**config.mk**
```make
export PLATFORM = sky130hd
export DESIGN_NAME = seg_capture
export DESIGN_NICKNAME = d
export VERILOG_FILES = /design/src/rtl/seg_capture_pkg.sv /design/src/rtl/seg_capture_evt_fifo.sv /design/src/rtl/seg_capture.sv
export SDC_FILE = /design/constraint.sdc
export NUM_CORES = 1
export LEC_CHECK = 0
export BUFFER_PORTS_ARGS = -buffer_cell sky130_fd_sc_hd__buf_2
export CAP_MARGIN = 20
export CORE_ASPECT_RATIO = 1.75
export CORE_MARGIN = 1
export CORE_UTILIZATION = 53
export DETAILED_ROUTE_END_ITERATION = 10
export HOLD_SLACK_MARGIN = 0.05
export PLACE_DENSITY = 0.8
export SYNTH_ARGS = -nofsm -noshare
export SYNTH_HDL_FRONTEND = slang
export SYNTH_SLANG_ARGS = --single-unit
export TNS_END_PERCENT = 50
```
**constraint.sdc**
```tcl
create_clock -name clk -period 2.9 [get_ports clk]
set_input_delay 0.435 -clock clk [delete_from_list [all_inputs] [get_ports clk]]
set_output_delay 0.435 -clock clk [all_outputs]
set_load 0.01 [all_outputs]
```
**src/rtl/seg_capture_pkg.sv**
```systemverilog
`default_nettype none
// ============================================================================
//  Module      : myPkg (package)
//  Description : Shared definitions for the scanned 7-segment capture block:
//                segment encode/decode helpers, event record type and the
//                decimal-point bit position.
//                Segment byte layout: bit 7 = dp, bits 6:0 = g..a (active high)
//  Revision    : 1.0  initial release
// ============================================================================
package myPkg;

    localparam int SEG_DP_BIT = 7;
    localparam int SEG_IDX_W  = 3;

    typedef struct packed {
        logic [SEG_IDX_W-1:0] idx;
        logic [3:0]           nib;
        logic                 dp;
        logic                 err;
    } seg_evt_t;

    // Nibble to segment byte (dp cleared).
    function automatic logic [7:0] seg_drv(input logic [3:0] nib);
        logic [6:0] w_pat;
        case (nib)
            4'h0: w_pat = 7'h3F;
            4'h1: w_pat = 7'h06;
            4'h2: w_pat = 7'h5B;
            4'h3: w_pat = 7'h4F;
            4'h4: w_pat = 7'h66;
            4'h5: w_pat = 7'h6D;
            4'h6: w_pat = 7'h7D;
            4'h7: w_pat = 7'h07;
            4'h8: w_pat = 7'h7F;
            4'h9: w_pat = 7'h6F;
            4'hA: w_pat = 7'h77;
            4'hB: w_pat = 7'h7C;
            4'hC: w_pat = 7'h39;
            4'hD: w_pat = 7'h5E;
            4'hE: w_pat = 7'h79;
            default: w_pat = 7'h71;
        endcase
        return {1'b0, w_pat};
    endfunction

    // Inverse of seg_drv on bits 6:0. Returns {ok, nib}; unknown patterns
    // give ok=0 and nib=0.
    function automatic logic [4:0] seg_dec(input logic [6:0] pat);
        logic [4:0] w_res;
        case (pat)
            7'h3F: w_res = {1'b1, 4'h0};
            7'h06: w_res = {1'b1, 4'h1};
            7'h5B: w_res = {1'b1, 4'h2};
            7'h4F: w_res = {1'b1, 4'h3};
            7'h66: w_res = {1'b1, 4'h4};
            7'h6D: w_res = {1'b1, 4'h5};
            7'h7D: w_res = {1'b1, 4'h6};
            7'h07: w_res = {1'b1, 4'h7};
            7'h7F: w_res = {1'b1, 4'h8};
            7'h6F: w_res = {1'b1, 4'h9};
            7'h77: w_res = {1'b1, 4'hA};
            7'h7C: w_res = {1'b1, 4'hB};
            7'h39: w_res = {1'b1, 4'hC};
            7'h5E: w_res = {1'b1, 4'hD};
            7'h79: w_res = {1'b1, 4'hE};
            7'h71: w_res = {1'b1, 4'hF};
            default: w_res = 5'b0;
        endcase
        return w_res;
    endfunction

endpackage
`default_nettype wire

```
**src/rtl/seg_capture_evt_fifo.sv**
```systemverilog
`default_nettype none
// ============================================================================
//  Module      : evt_fifo
//  Description : Small synchronous FIFO of seg_evt_t records. A write into a
//                full FIFO is accepted only when a pop happens in the same
//                cycle; otherwise it is ignored (the parent flags overflow).
//  Ports       : clk, rst_n          clock, async active-low reset
//                wr_en, wr_data      push request and record
//                rd_en               pop request (ignored when empty)
//                rd_data             head record, zero when empty
//                valid, full         occupancy status
//  Revision    : 1.0  initial release
// ============================================================================
module evt_fifo
    import myPkg::*;
#(
    parameter int DEPTH = 4
)
(
    input  logic     clk,
    input  logic     rst_n,
    input  logic     wr_en,
    input  seg_evt_t wr_data,
    input  logic     rd_en,
    output seg_evt_t rd_data,
    output logic     valid,
    output logic     full
);

    localparam int PTR_W = (DEPTH > 1) ? $clog2(DEPTH) : 1;
    localparam int CNT_W = $clog2(DEPTH + 1);

    seg_evt_t         r_mem [0:DEPTH-1];
    logic [PTR_W-1:0] r_wr_ptr;
    logic [PTR_W-1:0] r_rd_ptr;
    logic [CNT_W-1:0] r_count;
    logic             w_pop;
    logic             w_push;

    assign valid  = (r_count != '0);
    assign full   = (r_count == CNT_W'(DEPTH));
    assign w_pop  = rd_en && valid;
    assign w_push = wr_en && (!full || w_pop);

    // Gate the head so a drained FIFO never exposes stale payload.
    assign rd_data = valid ? r_mem[r_rd_ptr] : '0;

    always_ff @(posedge clk or negedge rst_n) begin
        if (!rst_n) begin
            r_wr_ptr <= '0;
            r_rd_ptr <= '0;
            r_count  <= '0;
        end else begin
            if (w_push)
                r_wr_ptr <= (r_wr_ptr == PTR_W'(DEPTH - 1)) ? '0 : r_wr_ptr + PTR_W'(1);
            if (w_pop)
                r_rd_ptr <= (r_rd_ptr == PTR_W'(DEPTH - 1)) ? '0 : r_rd_ptr + PTR_W'(1);
            case ({w_push, w_pop})
                2'b10:   r_count <= r_count + CNT_W'(1);
                2'b01:   r_count <= r_count - CNT_W'(1);
                default: r_count <= r_count;
            endcase
        end
    end

    // Storage needs no reset: reads are gated by the count.
    always_ff @(posedge clk) begin
        if (w_push)
            r_mem[r_wr_ptr] <= wr_data;
    end

endmodule
`default_nettype wire

```
**src/rtl/seg_capture.sv**
```systemverilog
`default_nettype none
// ============================================================================
//  Module      : seg_capture
//  Description : Snoops a scanned 7-segment bus, debounces each digit until
//                its sample has been stable for STABLE_CNT registered samples,
//                decodes it and queues change events for a consumer.
//  Ports       : clk, rst_n                 clock, async active-low reset
//                dig_sel, seg_in            scanned digit strobe and segments
//                evt_ready, ovf_clr         consumer handshake, overflow clear
//                evt_valid/idx/nib/dp/err   head event of the FIFO
//                nib_out, digit_vld         committed nibble / valid per digit
//                ovf                        sticky event-dropped flag
//  Revision    : 1.0  initial release
// ============================================================================
module seg_capture
    import myPkg::*;
#(
    parameter int NUM_SEG    = 6,
    parameter int STABLE_CNT = 4,
    parameter int FIFO_DEPTH = 4
)
(
    input  logic                       clk,
    input  logic                       rst_n,
    input  logic [NUM_SEG-1:0]         dig_sel,
    input  logic [7:0]                 seg_in,
    input  logic                       evt_ready,
    input  logic                       ovf_clr,
    output logic                       evt_valid,
    output logic [$clog2(NUM_SEG)-1:0] evt_idx,
    output logic [3:0]                 evt_nib,
    output logic                       evt_dp,
    output logic                       evt_err,
    output logic [3:0]                 nib_out [0:NUM_SEG-1],
    output logic [NUM_SEG-1:0]         digit_vld,
    output logic                       ovf
);

    localparam int IDX_W = $clog2(NUM_SEG);
    localparam int CNT_W = $clog2(STABLE_CNT + 1);

    localparam logic [1:0] S_IDLE   = 2'd0;
    localparam logic [1:0] S_TRACK  = 2'd1;
    localparam logic [1:0] S_LOCKED = 2'd2;

    logic [NUM_SEG-1:0] r_sel;
    logic [7:0]         r_seg;
    logic [NUM_SEG-1:0] r_prev_sel;
    logic [7:0]         r_prev_seg;
    logic [1:0]         r_state;
    logic [CNT_W-1:0]   r_cnt;
    logic [3:0]         r_nib [0:NUM_SEG-1];
    logic [NUM_SEG-1:0] r_dp;
    logic [NUM_SEG-1:0] r_vld;
    logic               r_ovf;

    logic               w_valid;
    logic               w_same;
    logic [CNT_W-1:0]   w_run;
    logic [1:0]         w_state_nxt;
    logic [CNT_W-1:0]   w_cnt_nxt;
    logic               w_commit;
    logic [IDX_W-1:0]   w_idx;
    logic [4:0]         w_dec;
    logic               w_ok;
    logic               w_dp;
    logic               w_wr;
    logic               w_pop;
    logic               w_full;
    logic               w_drop;
    seg_evt_t           w_evt;
    seg_evt_t           w_head;

    // Input sample plus the one before it, for run detection.
    always_ff @(posedge clk or negedge rst_n) begin
        if (!rst_n) begin
            r_sel      <= '0;
            r_seg      <= '0;
            r_prev_sel <= '0;
            r_prev_seg <= '0;
        end else begin
            r_sel      <= dig_sel;
            r_seg      <= seg_in;
            r_prev_sel <= r_sel;
            r_prev_seg <= r_seg;
        end
    end

    assign w_valid = (r_sel != '0) && ((r_sel & (r_sel - NUM_SEG'(1))) == '0);
    assign w_same  = (r_sel == r_prev_sel) && (r_seg == r_prev_seg);
    assign w_run   = (r_state == S_TRACK && w_same) ? r_cnt + CNT_W'(1) : CNT_W'(1);

    always_comb begin
        w_state_nxt = r_state;
        w_cnt_nxt   = r_cnt;
        w_commit    = 1'b0;
        if (!w_valid) begin
            w_state_nxt = S_IDLE;
            w_cnt_nxt   = '0;
        end else if (!(r_state == S_LOCKED && w_same)) begin
            // New or continuing run; reaching the threshold is the commit.
            w_cnt_nxt = w_run;
            if (w_run == CNT_W'(STABLE_CNT)) begin
                w_state_nxt = S_LOCKED;
                w_commit    = 1'b1;
            end else begin
                w_state_nxt = S_TRACK;
            end
        end
    end

    always_ff @(posedge clk or negedge rst_n) begin
        if (!rst_n) begin
            r_state <= S_IDLE;
            r_cnt   <= '0;
        end else begin
            r_state <= w_state_nxt;
            r_cnt   <= w_cnt_nxt;
        end
    end

    always_comb begin
        w_idx = '0;
        for (int i = 0; i < NUM_SEG; i++)
            if (r_sel[i])
                w_idx = IDX_W'(i);
    end

    assign w_dec = seg_dec(r_seg[6:0]);
    assign w_ok  = w_dec[4];
    assign w_dp  = r_seg[SEG_DP_BIT];

    // Only report commits that carry news: errors, first sighting, or change.
    assign w_wr = w_commit && (!w_ok || !r_vld[w_idx] ||
                               r_nib[w_idx] != w_dec[3:0] || r_dp[w_idx] != w_dp);

    always_comb begin
        w_evt     = '0;
        w_evt.idx = SEG_IDX_W'(w_idx);
        w_evt.nib = w_dec[3:0];
        w_evt.dp  = w_dp;
        w_evt.err = !w_ok;
    end

    // Undecodable patterns leave the stored digit untouched.
    always_ff @(posedge clk or negedge rst_n) begin
        if (!rst_n) begin
            for (int i = 0; i < NUM_SEG; i++)
                r_nib[i] <= '0;
            r_dp  <= '0;
            r_vld <= '0;
        end else if (w_commit && w_ok) begin
            r_nib[w_idx] <= w_dec[3:0];
            r_dp[w_idx]  <= w_dp;
            r_vld[w_idx] <= 1'b1;
        end
    end

    assign w_pop  = evt_valid && evt_ready;
    assign w_drop = w_wr && w_full && !w_pop;

    // Overflow takes priority over a clear in the same cycle.
    always_ff @(posedge clk or negedge rst_n) begin
        if (!rst_n)
            r_ovf <= 1'b0;
        else if (w_drop)
            r_ovf <= 1'b1;
        else if (ovf_clr)
            r_ovf <= 1'b0;
    end

    evt_fifo #(
        .DEPTH (FIFO_DEPTH)
    ) u_evt_fifo (
        .clk     (clk),
        .rst_n   (rst_n),
        .wr_en   (w_wr),
        .wr_data (w_evt),
        .rd_en   (w_pop),
        .rd_data (w_head),
        .valid   (evt_valid),
        .full    (w_full)
    );

    assign evt_idx   = IDX_W'(w_head.idx);
    assign evt_nib   = w_head.nib;
    assign evt_dp    = w_head.dp;
    assign evt_err   = w_head.err;
    assign nib_out   = r_nib;
    assign digit_vld = r_vld;
    assign ovf       = r_ovf;

endmodule
`default_nettype wire
```
## Word-level counts from Yosys, hierarchy flattened

Memories as Yosys holds them, arrays and structs flattened.
Cells that the tools add are included.

- Register bits after elaboration: 77
- Bits in writable memories: 36
- Input bits: 18
- Output and inout bits: 41
- Logic and storage cells: 123
- Memories: 1

Memories:

| name | words | bits a word | read ports | clocked after Yosys merged registers in | write ports | RTL line | RTL |
|---|---|---|---|---|---|---|---|
| u_evt_fifo.r_mem | 4 | 9 | 1 | 0 | 1 | seg_capture_evt_fifo.sv:33 | `seg_evt_t r_mem [0:DEPTH-1];` |

- Add/sub/neg operators: 6
- Order comparisons: 4
- Equality and inequality tests: 29
- Multiplexer cells: 36
- Bitwise logic cells: 3
- Reductions and logical operators: 26

Operators by type and width:

| operator | count |
|---|---|
| $eq 7x7->1 const B | 12 |
| $pmux 5 s16 | 1 |
| $bwmux 24 | 1 |
| $mux 3 | 7 |
| $eq 7x3->1 const B | 2 |
| $eq 7x6->1 const B | 2 |
| $logic_and 1x1->1 | 13 |
| $bmux 4 s3 | 1 |
| $demux 4 s3 | 1 |
| $mux 4 | 3 |
| $mux 1 | 11 |
| $mux 2 | 5 |
| $mux 9 | 1 |
| $eq 2x2->1 const B | 4 |
| $eq 8x8->1 | 1 |
| $add 3x1->3 const B | 2 |
| $and 6x6->6 | 1 |
| $bmux 1 s3 | 2 |
| $bwmux 6 | 1 |
| $eq 3x3->1 const B | 2 |
| $eq 6x6->1 | 1 |
| $logic_not 6->1 | 1 |
| $or 6x6->6 | 1 |
| $pmux 3 s2 | 1 |
| 18 further kinds | 27 |

## Longest topological paths before layout

- Depth in word-level cells: 16
- Gate-level depth with buffers: 14
- Gate-level depth less buffers: 12

## Cells and area by module

Synthesis repeated with hierarchy kept, for this count alone.

- Cells, all modules: 379
- Area total of the unflattened synthesis: 5,121.2 um^2

Modules (own cells, without submodules):

| module | times used | cells each | area an instance (um^2) | seq. area each (um^2) |
|---|---|---|---|---|
| seg_capture | 1 | 282 | 3,303.2 | 1,751.7 |
| evt_fifo | 1 | 97 | 1,818.0 | 1,256.2 |

## Least setup slack after synthesis

No wires, ideal clock.

- Kind: register to register
- Start point: register r_seg[4]
- End point: register u_evt_fifo.r_count[1]
- Library setup time: 0.080 ns
- Arrival time: 2.939 ns
- Required time: 2.820 ns
- Setup slack: -0.119 ns
- Stages on the path, launching flop included: 15
- Path buffers: 2
- Clock period less this slack: 3.019 ns
- Cell sequence: dfrtp_1 > buf_4 > o211ai_1 > o21ai_1 > a41o_1 > buf_2 > nor3_2 > nor3b_1 > a41oi_2 > nor2_1 > fa_1 > nor2b_1 > o21ai_2 > o311ai_2 > nor3_2

RTL lines:

| element | RTL line | RTL |
|---|---|---|
| start, declared | seg_capture.sv:47 | `logic [7:0] r_seg;` |
| start signal, assigned | seg_capture.sv:83 | `r_seg <= seg_in;` |
| end signal, assigned | seg_capture_evt_fifo.sv:59 | `2'b10: r_count <= r_count + CNT_W'(1);` |
| end signal, assigned | seg_capture_evt_fifo.sv:60 | `2'b01: r_count <= r_count - CNT_W'(1);` |
| end signal, assigned | seg_capture_evt_fifo.sv:61 | `default: r_count <= r_count;` |
| end, declared | seg_capture_evt_fifo.sv:36 | `logic [CNT_W-1:0] r_count;` |

## Worst setup path in the final report

- Start point: register r_sel[4]
- End point: register u_evt_fifo.r_count[1]

- Cells in the longest elaborated chain, start to end: 13
- Elaborated cells between the ends (all ways): 36
- Classes of those cells: 1 x add/sub; 6 x eq/ne; 14 x mux; 2 x bitwise; 13 x reduce/logical

RTL lines:

| element | RTL line | RTL |
|---|---|---|
| start, declared | seg_capture.sv:46 | `logic [NUM_SEG-1:0] r_sel;` |
| start signal, assigned | seg_capture.sv:82 | `r_sel <= dig_sel;` |
| $mux 3 (2 in a row) | seg_capture.sv:125 | `if (r_sel[i])` |
| $not 3->4 (not written as such) | seg_capture.sv:135 | `r_nib[w_idx] != w_dec[3:0] \|\| r_dp[w_idx] != w_dp);` |
| $bmux 4 s3 | seg_capture.sv:135 |  |
| $mux 4 (not written as such) (2 in a row) | seg_capture.sv:135 |  |
| $ne 4x4->1 | seg_capture.sv:135 |  |
| $logic_or 1x1->1 | seg_capture.sv:134 | `assign w_wr = w_commit && (!w_ok \|\| !r_vld[w_idx] \|\|` |
| $logic_or 1x1->1 | seg_capture.sv:135 |  |
| $logic_and 1x1->1 (*) | seg_capture.sv:134 |  |
| $logic_and 1x1->1 (*) | seg_capture_evt_fifo.sv:43 | `assign w_push = wr_en && (!full \|\| w_pop);` |
| $eq 2x1->1 or $eq 2x2->1 (tied branches) | seg_capture_evt_fifo.sv:58 | `case ({w_push, w_pop})` |
| $pmux 3 s2 or $reduce_bool 2->1 (tied branches) | n/a |  |

Mark *: on every way between the ends. The rest lies on a longest branch, timed or not. The select of a mux whose other input is x is not followed.
A chain may end at the register's enable or synchronous reset.

==> summary.json <==
{
  "clkSlewWorstSetupHoldPaths": {"value": 0.05, "unit": "ns"},
  "post_synth_mux_area_share": {"value": 12.8, "unit": "%"},
  "finClkSkew": {"value": 0.00718, "unit": "ns"},
  "tritoncts_clock_tree": {"value": "done"},
  "grt-ovfl-total": {"value": 0},
  "synth-compound-area-share": {"value": 7.28, "unit": "%"},
  "ant_nets": {"value": 0},
  "floorplan.die.width": {"value": 77.4, "unit": "um"},
  "worst-path-max-fanout": {"value": 7},
  "achievable-frequency": {"value": 0.308, "unit": "GHz"},
  "worst_path_max_delay_cell": {"value": "sky130_fd_sc_hd__fa_2"},
  "die-height": {"value": 134, "unit": "um"},
  "share_of_post_route_cells_with_drive_strength_above_1": {"value": 41.5, "unit": "%"},
  "die_area": {"value": 10400, "unit": "sq um"},
  "flow.area_growth_from_synthesis": {"value": 27.7, "unit": "%"},
  "nFillCells": {"value": 629},
  "final_max_slew_violation_count": {"value": 0},
  "grt_usage": {"value": 26.7, "unit": "%"},
  "synth_xor_xnor_area_share": {"value": 3.98, "unit": "%"},
  "detail_route.drc_violations": {"value": 0},
  "synthFlopType": {"value": "sky130_fd_sc_hd__dfrtp_1"},
  "critPathMaxStageDelay": {"value": 0.57, "unit": "ns"},
  "layout.core_utilization": {"value": 70.3, "unit": "%"},
  "synth_top_family_by_area": {"value": "simple AND/OR/NAND/NOR gates"},
  "timing_worst_setup_path_type": {"value": "register to register"},
  "worst_hold_path_type": {"value": "input port to register"},
  "netlist-cell-type-count": {"value": 64},
  "yosys_register_bits": {"value": 113},
  "synth.cell_area": {"value": 5280, "unit": "sq um"},
  "average_footprint_of_a_synthesized_cell": {"value": 13.2, "unit": "sq um"},
  "synthSimpleGateAreaFrac": {"value": 13.7, "unit": "%"},
  "grt_pass1_wl": {"value": 20.3, "unit": "mm"},
  "report.final.setup_viol": {"value": 11},
  "detailedRoute.firstPassIterationCount": {"value": 5},
  "power.ir.vdd_worst": {"value": 621, "unit": "uV"},
  "rr_worst_depth": {"value": 14},
  "layout.cells.non_filler": {"value": 652},
  "worst_hold_path.num_cells": {"value": 1},
  "cells_along_the_critical_path": {"value": "buf_4 > nor4b_4 > buf_4 > a22oi_1 > o211ai_1 > xor2_1 > nor2_2 > a41oi_2 > nor2_2 > fa_2 > nor2b_2 > o21ai_2 > o311ai_2 > nor3_2"},
  "part_of_the_yosys_area_used_for_sequential_elements": {"value": 57.0, "unit": "%"},
  "start_util": {"value": 55.1, "unit": "%"},
  "count_of_flip_flops_with_a_built_in_enable_after_synthesis": {"value": 36},
  "maxSlewHeadroom": {"value": 36.5, "unit": "%"},
  "cts-root-to-sink-buffers": {"value": 2},
  "cts_root_buffer": {"value": "sky130_fd_sc_hd__clkbuf_16"},
  "arrival": {"value": 3.57, "unit": "ns"},
  "postCtsHoldBufs": {"value": 0},
  "cts_max_level": {"value": 4},
  "netlist_instances": {"value": 401},
  "antenna_cells": {"value": 0},
  "clock_latency": {"value": 0.42, "unit": "ns"},
  "post-layout-total-power": {"value": 4510, "unit": "uW"},
  "route.detailed.wl_per_inst": {"value": 19.4, "unit": "um"},
  "critical_path.startpoint_type": {"value": "register"},
  "synth-async-reset-ratio": {"value": 68.1, "unit": "%"},
  "powerDensity": {"value": 670, "unit": "nW/um^2"},
  "result_of_the_run": {"value": "finished, violations left"},
  "power_leakage": {"value": 0.00307, "unit": "uW"},
  "number_of_failing_hold_endpoints_at_the_final_stage": {"value": 0},
  "first_global_vias": {"value": 4049},
  "numPlacedInstances": {"value": 612},
  "cts-buffers-inserted": {"value": 17},
  "post-dp-hpwl": {"value": 8.65, "unit": "mm"},
  "synth-adder-area-share": {"value": 1.80, "unit": "%"},
  "reported_max_cap_violation_count": {"value": 0},
  "yosys_warnings": {"value": 0},
  "grt_antenna_before_repair": {"value": 0},
  "drt_iter0_markers": {"value": 327},
  "core_area": {"value": 9590, "unit": "sq um"},
  "grt_max_degree": {"value": 78},
  "avgViaCountPerCell": {"value": 5.82},
  "total_vias_in_the_final_route": {"value": 3797},
  "ioPinCount": {"value": 59},
  "design.final.nets": {"value": 542},
  "cts_num_sinks": {"value": 113},
  "finalWirelength": {"value": 12.6, "unit": "mm"},
  "io_buffer_count": {"value": 58},
  "critical_path.endpoint_type": {"value": "register"},
  "tightest_slew": {"value": 0.952, "unit": "ns"},
  "failed_checks": {"value": "setup timing"},
  "gpl.final_weighted_congestion": {"value": 0.935},
  "timing.final.ws_setup": {"value": -0.349, "unit": "ns"},
  "period_share": {"value": 112, "unit": "%"},
  "placementRows": {"value": 47},
  "setup_repair_after_global_routing_missed_its_margin": {"value": "yes"},
  "syn_nets": {"value": 426},
  "cp_data_required_time": {"value": 3.22, "unit": "ns"},
  "period_minus_slack": {"value": 3.25, "unit": "ns"}
}
==> through the flow <==
step	setup TNS [ns]	area (sq um)	hold WS (ns)	setup WS, ns
final	-0.539	6740	0.122	-0.349
after global routing	-1.91	6740	0.108	-0.443
after CTS	-0.219	6640	0.112	-0.208
after detailed placement	-0.191	6040	0.471	-0.191
after global placement	-0.150	6040	0.458	-0.150
after floorplan	-0.0808	5280	0.139	-0.0808
==> area by class of cell <==
cell class | instances | area, sq um | share of cell area [%]
flip-flops and latches | 113 | 3010 | 44.7
clock inverters | 8 | 53.8 | 0.799
inverters | 13 | 48.8 | 0.724
multi-input cells | 252 | 2160 | 32.0
well taps | 122 | 153 | 2.27
repair buffers | 120 | 820 | 12.2
clock buffers | 24 | 493 | 7.32
==> critical path, delay by kind of cell (launching register included) <==
family                     cells  cell delay, ns
AOI/OAI and AO/OA              5            0.87
xor gates and xnor gates       1            0.25
adders and majority gates      1            0.57
buffers and inverters          2            0.39
and+or+nand+nor                5            0.67
DFF                            1            0.41
==> metal layers <==
| layer | part of all wire [%] | wire, um | track usage [%] | vias up |
|---|---|---|---|---|
| met5 | 0 | 0 | 0 | - |
| met4 | 5.3 | 674 | 15.7 | 0 |
| met3 | 4.0 | 506 | 7.35 | 45 |
| met2 | 56 | 7070 | 49.0 | 135 |
| met1 | 35 | 4390 | 26.3 | 1912 |
| li1 | - | - | - | 1705 |
==> synth_stat cells, types with 6 or more instances <==
cell	n	area [sq um]
sky130_fd_sc_hd__mux4_2	9	203
sky130_fd_sc_hd__a21oi_1	7	35.0
sky130_fd_sc_hd__mux2_2	29	327
sky130_fd_sc_hd__dfrtp_1	77	1930
sky130_fd_sc_hd__xor2_1	8	70.1
sky130_fd_sc_hd__mux2_4	7	105
sky130_fd_sc_hd__ha_1	6	75.1
sky130_fd_sc_hd__o21ai_0	7	35.0
sky130_fd_sc_hd__inv_1	13	48.8
sky130_fd_sc_hd__o211ai_1	6	45.0
sky130_fd_sc_hd__nand2_1	20	75.1
sky130_fd_sc_hd__and2_1	9	56.3
sky130_fd_sc_hd__xnor2_1	16	140
sky130_fd_sc_hd__nor2b_1	9	56.3
sky130_fd_sc_hd__nand2b_1	8	50.1
sky130_fd_sc_hd__edfxtp_1	36	1080
sky130_fd_sc_hd__nor2_1	19	71.3
sky130_fd_sc_hd__nand3_1	8	40.0
sky130_fd_sc_hd__a22oi_1	9	67.6
sky130_fd_sc_hd__buf_2	10	50.1
==> cells in the final DEF (no fill, tap or decap), drive strengths merged, types with 2 or more instances in the layout <==
master,n
o21ai,9
buf,120
nand2,20
nand4,4
and3,5
nor3b,2
o211ai,6
a21oi,7
ha,6
clkinvlp,2
nand3,8
or3,5
nand4b,2
clkbuf,24
o22ai,2
nand4bb,2
a221o,4
clkinv,5
a22oi,9
edfxtp,36
dfrtp,77
mux2,37
nor3,8
nand3b,5
nor2,22
and2,10
or4,2
a41o,2
xnor2,16
xor2,8
nand2b,8
o31ai,2
mux2i,3
nor2b,9
nor4b,2
mux4,9
nor4,3
inv,14
==> where the power goes <==
part | switching (uW) | leakage, uW | internal, uW | total (uW)
sequential | 132 | 0.00133 | 1700 | 1830
clock | 710 | 0.000266 | 1180 | 1890
combinational | 367 | 0.00147 | 420 | 787
total | 1210 | 0.00307 | 3300 | 4510
==> state kept, by name, summed over array words and instances, names as in the netlist, 2 cells and up <==
signal               count
r_dp                     6
u_evt_fifo.r_count       3
r_sel                    6
r_prev_seg               8
nib_out                 24
u_evt_fifo.r_rd_ptr      2
u_evt_fifo.r_wr_ptr      2
r_cnt                    3
r_seg                    8
digit_vld                6
u_evt_fifo.r_mem        36
r_state                  2
r_prev_sel               6
==> cells by family after synthesis <==
logic type	Yosys count
AOI/OAI and AO/OA	51
buffers and inverters	36
muxes	49
and+or+nand+nor	121
adders and majority gates	7
DFF	113
xor gates and xnor gates	24
==> what timing repair did <==
action,in CTS,in global routing
pin swaps,5,3
buffers inserted,3,5
resized for setup,6,13
setup endpoints to repair,2,23
==> path summary, 6_finish.rpt <==
path                       slack, ns                startpoint                            endpoint
setup / recovery               -0.35        r_sel[4]$_DFF_PN0_   u_evt_fifo.r_count[1]$_DFFE_PN0P_
max in group asynchronous       2.05                     rst_n                  r_seg[5]$_DFF_PN0_
hold / removal                  0.12                dig_sel[4]                  r_sel[4]$_DFF_PN0_
hold reg to reg                 0.48  digit_vld[2]$_DFFE_PN0P_            digit_vld[2]$_DFFE_PN0P_
min in group asynchronous       0.16                     rst_n  u_evt_fifo.r_rd_ptr[0]$_DFFE_PN0P_
setup reg to reg               -0.35        r_sel[4]$_DFF_PN0_   u_evt_fifo.r_count[1]$_DFFE_PN0P_
Power figures use the tool's default switching activity.
